<file path="src/rtl/mm_pkg.sv">
// Shared constants and state encoding for the matrix-multiplier result display.
package mm_pkg;
   localparam int ELEM_W = 4;

   typedef logic [1:0] state_t;
   localparam state_t ST_IDLE = 2'd0;
   localparam state_t ST_SHOW = 2'd1;
   localparam state_t ST_ERR  = 2'd2;

   localparam logic [6:0] SEG_BLANK = 7'h00;
   localparam logic [6:0] SEG_ERR   = 7'h79;
endpackage

</file>
<file path="src/rtl/seg7_hex_decode.sv">
// Combinational hex digit to seven-segment {g,f,e,d,c,b,a}, active-high.
module seg7_hex_decode (
   input  logic [3:0] hex,
   output logic [6:0] seg
);
   always_comb begin
      seg = 7'h00;
      case (hex)
         4'h0: seg = 7'h3F;
         4'h1: seg = 7'h06;
         4'h2: seg = 7'h5B;
         4'h3: seg = 7'h4F;
         4'h4: seg = 7'h66;
         4'h5: seg = 7'h6D;
         4'h6: seg = 7'h7D;
         4'h7: seg = 7'h07;
         4'h8: seg = 7'h7F;
         4'h9: seg = 7'h6F;
         4'hA: seg = 7'h77;
         4'hB: seg = 7'h7C;
         4'hC: seg = 7'h39;
         4'hD: seg = 7'h5E;
         4'hE: seg = 7'h79;
         4'hF: seg = 7'h71;
         default: seg = 7'h00;
      endcase
   end
endmodule

</file>
<file path="src/rtl/mm_result_display.sv">
// Cycles the four 2x2 product elements onto a seven-segment digit, one per dwell
// period, or shows 'E' when the multiplier flagged an operand range error.
module mm_result_display
   import mm_pkg::*;
#(
   parameter int DWELL_CYCLES = 50_000_000
) (
   input  logic        clk,
   input  logic        rst_n,
   input  logic        ena,
   input  logic [15:0] res_in,
   input  logic        res_valid,
   input  logic        err_in,
   output logic [6:0]  seg,
   output logic        dp,
   output logic [1:0]  idx,
   output logic        busy
);
   localparam int CW = (DWELL_CYCLES > 1) ? $clog2(DWELL_CYCLES) : 1;
   localparam logic [CW-1:0] CNT_MAX = CW'(DWELL_CYCLES - 1);

   state_t       state, state_nxt;
   logic [15:0]  hold, hold_nxt;
   logic [CW-1:0] cnt, cnt_nxt;
   logic [1:0]   idx_nxt;
   logic [ELEM_W-1:0] elem;
   logic [6:0]   dec_seg, seg_nxt;

   always_comb begin
      state_nxt = state;
      hold_nxt  = hold;
      cnt_nxt   = cnt;
      idx_nxt   = idx;
      if (res_valid) begin
         // A new result (or error) always preempts whatever is on display.
         state_nxt = err_in ? ST_ERR : ST_SHOW;
         if (!err_in) hold_nxt = res_in;
         idx_nxt   = 2'd0;
         cnt_nxt   = '0;
      end else if (state == ST_SHOW) begin
         if (cnt == CNT_MAX) begin
            cnt_nxt = '0;
            idx_nxt = idx + 2'd1;
         end else begin
            cnt_nxt = cnt + 1'b1;
         end
      end
   end

   // Decode the element that will be visible after this edge so seg is registered
   // yet tracks the capture edge with no extra latency.
   always_comb begin
      elem = hold_nxt[3:0];
      case (idx_nxt)
         2'd1:    elem = hold_nxt[7:4];
         2'd2:    elem = hold_nxt[11:8];
         2'd3:    elem = hold_nxt[15:12];
         default: elem = hold_nxt[3:0];
      endcase
   end

   seg7_hex_decode u_dec (
      .hex (elem),
      .seg (dec_seg)
   );

   always_comb begin
      seg_nxt = SEG_BLANK;
      case (state_nxt)
         ST_SHOW: seg_nxt = dec_seg;
         ST_ERR:  seg_nxt = SEG_ERR;
         default: seg_nxt = SEG_BLANK;
      endcase
   end

   always_ff @(posedge clk or negedge rst_n) begin
      if (!rst_n) begin
         state <= ST_IDLE;
         hold  <= 16'h0000;
         cnt   <= '0;
         idx   <= 2'd0;
         seg   <= SEG_BLANK;
         dp    <= 1'b0;
         busy  <= 1'b0;
      end else if (ena) begin
         state <= state_nxt;
         hold  <= hold_nxt;
         cnt   <= cnt_nxt;
         idx   <= idx_nxt;
         seg   <= seg_nxt;
         dp    <= (state_nxt == ST_SHOW) && (idx_nxt == 2'd0);
         busy  <= (state_nxt != ST_IDLE);
      end
   end
endmodule

</file>
<file path="config.mk">
export PLATFORM = sky130hd
export DESIGN_NAME = mm_result_display
export DESIGN_NICKNAME = d
export VERILOG_FILES = /design/src/rtl/mm_pkg.sv /design/src/rtl/seg7_hex_decode.sv /design/src/rtl/mm_result_display.sv
export SDC_FILE = /design/constraint.sdc
export NUM_CORES = 1
export LEC_CHECK = 0
export ABC_AREA = 0
export ABC_CLOCK_PERIOD_IN_PS = 6150
export CELL_PAD_IN_SITES_DETAIL_PLACEMENT = 1
export CELL_PAD_IN_SITES_GLOBAL_PLACEMENT = 2
export CORE_UTILIZATION = 41
export CTS_BUF_LIST = sky130_fd_sc_hd__clkbuf_2
export CTS_CLUSTER_DIAMETER = 200
export DETAILED_ROUTE_END_ITERATION = 8
export PLACE_DENSITY_LB_ADDON = 0.1
export SYNTH_ARGS = -nofsm -noshare
export SYNTH_HDL_FRONTEND = slang
export SYNTH_SLANG_ARGS = --single-unit
export TNS_END_PERCENT = 20
</file>
<file path="constraint.sdc">
create_clock -name clk -period 6.15 [get_ports clk]
set_clock_uncertainty 0.15 [all_clocks]
set_input_delay 1.23 -clock clk [delete_from_list [all_inputs] [get_ports clk]]
set_output_delay 1.23 -clock clk [all_outputs]
set_load 0.01 [all_outputs]
</file>
======== Yosys cells after proc, flatten, opt, wreduce, memory -nomap -nowiden ========
Memories as Yosys holds them, arrays and structs flattened.
Cells that the tools add are included.
storage, ports and cells
  register bits ........................... 55
  bits in read-only memories .............. 112
  input port bits ......................... 21
  output and inout port bits .............. 11
  logic and storage cells ................. 34
  memories ................................ 1
memories
  name             words  bits a word  read ports  clocked after memory_dff  write ports  line                  RTL
  (no name shown)  16     7            1           0                         0            seg7_hex_decode.sv:8  case (hex)
cells by class
  add/sub/neg operators ................... 2
  equal/unequal tests ..................... 7
  multiplexer cells ....................... 12
  reduce and logical (&&, ||, !) cells .... 5
operators with widths
  kind                                                 number
  2-to-1 mux 26 bit                                    3
  2-to-1 mux 16 bit                                    2
  adder 26 x 1 -> 26 bit, second input constant        1
  equality test 26 bit, second input constant          1
  case mux 7 bit (2 select lines)                      1
  case mux 4 bit (3 select lines)                      1
  2-to-1 mux 2 bit                                     5
  equality test 2 x 1 -> 1 bit, second input constant  3
  equality test 2 bit, second input constant           3
  nonzero test 2 bit                                   2
  adder 2 x 1 -> 2 bit, second input constant          1
  logical NOT 2 bit                                    1
  AND reduction 2 bit                                  1
  logical AND 1 bit                                    1

======== Longest topological paths before layout ========
An unclocked memory read counts as a cell.
  depth in word-level cells ............... 8
  gate-level depth with buffers ........... 13
  depth with buffers taken out ............ 12

======== Cells and area by module ========
Synthesis repeated with hierarchy kept, for this count alone.
second synthesis, totals
  cell total of the unflattened synthesis .. 334
  area total of the unflattened synthesis .. 3,334.4 um2
by module, submodules not included
  module             times used  cells an instance  area an instance (um2)  sequential area each (um2)
  mm_result_display  1           301                3,046.7                 1,376.3
  seg7_hex_decode    1           33                 287.8                   0.0

======== Worst setup path before layout ========
OpenSTA, ideal clock, no wires.
  kind .................................... input -> register
  start ................................... input port err_in
  end ..................................... register seg[0]
  library setup time ...................... 0.124 ns
  arrival ................................. 3.121 ns
  data required time ...................... 5.876 ns
  slack ................................... 2.756 ns
  stages on the path ...................... 9
  buffers on the path ..................... 1
  cells stage by stage .................... nand2b_1 -> clkbuf_8 -> mux4_4 -> nand4_1 -> a41oi_2 -> nor2_4 -> nor2_1 -> o221a_1 -> a211o_1
on the way
  cells in the longest elaborated chain, start to end .. 5
  elaborated cells on any way between the ends .. 9
  classes of those cells .................. 2 x eq/ne; 6 x mux; 1 x memory
ends and longest elaborated chain
  what                               line                     RTL
  start, declared                    mm_result_display.sv:13  input logic err_in,
  2-to-1 mux 16 bit                  mm_result_display.sv:37  if (!err_in) hold_nxt = res_in;
  2-to-1 mux 16 bit                  mm_result_display.sv:34  if (res_valid) begin
  case mux 4 bit (3 select lines)    mm_result_display.sv:54  case (idx_nxt)
  memory (16 x 7 bit)                n/a
  case mux 7 bit (2 select lines) *  mm_result_display.sv:69  case (state_nxt)
  end signal, assigned               mm_result_display.sv:90  seg <= seg_nxt;
  end, declared                      mm_result_display.sv:14  output logic [6:0] seg,
Every way passes the cells marked *; elsewhere a longest branch is shown, timed or not.
A chain may end at the register's enable or synchronous reset.

======== Final worst setup path ========
  start ................................... input port res_valid
  end ..................................... register seg[4]
on the way
  cells in the longest elaborated chain, start to end .. 5
  elaborated cells on any way between the ends .. 11
  classes of those cells .................. 5 x eq/ne; 5 x mux; 1 x memory
ends and longest elaborated chain
  what                                                                        line                     RTL
  start, declared                                                             mm_result_display.sv:12  input logic res_valid,
  2-to-1 mux 2 bit                                                            mm_result_display.sv:34
  equality test 2 bit / equality test 2 x 1 -> 1 bit (equally long branches)  mm_result_display.sv:54
  case mux 4 bit (3 select lines)                                             mm_result_display.sv:54
  memory (16 x 7 bit)                                                         n/a
  case mux 7 bit (2 select lines) *                                           mm_result_display.sv:69
Marked as above.

==> reports/metrics.yaml <==
timing:
  tightest_slew_ns: 0.781
  setup_viol: 0
  setup-tns-final_ns: 0
  slew_violations: 0
  period_needed_ns: 4.16
  hold_viol_final: 0
  rsz0062_at_grt: "no"
  fin_crit_sh_pct: 67.7
  slew_headroom_pct: 48.0
  fmax_ghz: 0.240
worst_setup_path:
  arrival_ns: 4.35
  worst_setup_path_start_kind: "primary input"
  reg2reg_to: "seg[4]"
  crit_fanout: 14
  crit_required_ns: 6.33
  path_class: "in -> reg"
  r2r_setup_slack_ns: 2.35
  reg2reg_from: "cnt[0]"
  end_kind: "flip-flop"
  reg2reg_depth: 11
placement:
  port_buffers: 31
  place_congestion: 0.828
  place_area_um2: 3710
  hpwl_um: 6030
routing:
  drcViolationCount: 0
  via_per_inst: 5.74
  firstDrtPassIters: 4
  finalWirelength_um: 8220
  drtIter0Drc: 112
  dr_total_vias: 2736
  wl_per_cell_um: 17.2
  antenna_left: 0
logic_synthesis:
  synth_xor_area_share_pct: 3.40
  synthSimpleGateAreaFrac_pct: 21.5
  synth_top_area_cell: "dfrtp_1"
  async_reset_ff_share_pct: 100
  synth_nets: 378
  postSynthCellCount: 348
  synth_warnings: 0
  synth-edff-count: 0
  synth-main-ff-cell: "dfrtp_1"
  synth.distinct_cells: 70
  synth-seq-area-share_pct: 41.0
  synthTopCellsByCount: "dfrtp_1 (55), nand2_1 (33), nor2_1 (31)"
  synth.avg_cell_area_um2: 9.64
  synth_mux_area_share_pct: 7.76
  synth-compound-area-share_pct: 17.8
  yosysMostFrequentCell: "dfrtp_1"
  netlist_top_cells_area: "dfrtp_1 (41%), mux2_2 (5.4%), o21ai_0 (4.2%)"
  synth_top_area_share_pct: 41.0
  synth-seq-cells: 55
  syn_area_um2: 3350
  synth_top_family_by_area: "simple AND/OR/NAND/NOR gates"
  synthAdderAreaFrac_pct: 3.36
final_layout:
  nFillCells: 923
  antenna_cells: 0
  fin_util_pct: 47.9
  drive_above_1_share_pct: 13.9
  final_nets: 406
  synthToLayoutAreaGrowth_pct: 11.6
  stdcell_area_um2: 3740
power:
  p_sw_share_pct: 32.8
  p_per_area_nw_per_um2: 210
  power.switching_uw: 258
  peakVddDrop_uv: 88.8
  finalPower_uw: 787
  clock_power_share_pct: 17.5
  leakagePower_uw: 0.00157
  pwr-share-comb_pct: 28.0
  p_int_uw: 529
  p_seq_share_pct: 54.5
global_routing:
  grtUsageTotal_pct: 21.5
  grt_first_pass_wirelength_um: 14400
  first_global_vias: 2806
  antenna_found_initial: 0
  grt_max_degree: 56
  grt-ovfl-total: 0
min_path:
  hold_end: "seg[2]"
  hp-class: "reg -> reg"
  worstHoldStart: "seg[2]"
  hold_depth: 1
floorplan:
  dieArea_um2: 8540
  die_x_um: 92.4
  coreArea_um2: 7810
  initial_core_util_pct: 42.9
  ios: 32
  rows: 32
  dieHeight_um: 92.4
clocking:
  cts_setup_buffers: 0
  cts.sinks: 55
  post_cts_resized: 0
  cts_buffers: 5
  holdBufCountCts: 0
  clk_transition_reported_paths_ns: 0.26
  h-tree-depth: 2
  clk_path_buf_depth: 2
  cts_tree: "yes"
  cts_root_buf: "clkbuf_2"
  clock_latency_ns: 0.44
job:
  drv_cap: 0
status:
  status: "finished, final reports clean"
-- placed cells by master (no fill, tap or decap), types with 9 or more instances in the layout --
master,instances
a21oi_1,11
clkdlybuf4s50_1,30
dfrtp_1,55
ha_1,9
inv_1,20
mux2_2,16
nand2_1,33
nand3_1,18
nor2_1,31
o21ai_0,28
-- metal layers --
metal	vias up	GRT usage [%]	part of all wire [%]
met1	1372	31.8	52
met4	0	5.21	1.1
met3	7	3.28	2.2
met5	-	0	0
met2	41	32.7	44
li1	1316	-	-
-- how the worst max path moves through the flow --
stage,from,to,cells after the start
after floorplan,err_in,seg[0],9
after global placement,ena,cnt[25],10
after detailed placement,res_valid,seg[4],11
after CTS,res_valid,seg[4],11
after global routing,res_valid,seg[4],11
final,res_valid,seg[4],11
-- flip-flops by register name (all words and copies together) (netlist names) --
| signal | count |
|---|---|
| state | 2 |
| seg | 7 |
| cnt | 26 |
| idx | 2 |
| busy | 1 |
| hold | 16 |
| dp | 1 |
-- layout make-up --
cell class	count	area (um2)	area share (%)
multi-input combinational	260	1810	48.3
sequential	55	1380	36.8
timing repair buffer	33	320	8.56
clock buffer	5	25.0	0.669
tap	102	128	3.41
inverter	21	78.8	2.11
clock inverter	1	7.51	0.201
-- through the flow --
stage | std cells | hold slack [ns] | setup slack [ns]
after floorplan | 348 | 0.290 | 2.76
after global routing | 477 | 0.395 | 1.74
final | 477 | 0.371 | 1.99
after detailed placement | 471 | 0.324 | 1.49
after global placement | 471 | 0.312 | 1.54
after CTS | 477 | 0.372 | 2.01
-- power by group through the flow --
stage               Combinational, uW  Sequential (uW)  Clock [uW]
global placement                  217              434           0
detailed placement                222              437           0
global route                      246              435         157
CTS                               222              430         145
floorplan                         142              431           0
finish                            220              429         137
-- critical path, cell delays in order --
cell	delay, ns
clkdlybuf4s50_1	0.85
nand2b_1	0.36
mux2i_1	0.21
mux2i_1	0.14
o21ai_0	0.15
a32oi_1	0.46
inv_1	0.16
ha_1	0.26
nor2b_1	0.14
o32ai_1	0.24
o221ai_1	0.14
-- cell families after synthesis --
group | count (synthesis)
xor+xnor | 13
mux | 22
fa+ha+maj | 9
buf+inv | 33
flops | 55
simple gates | 132
compound gates | 84
(Power assumes the default switching activity.)
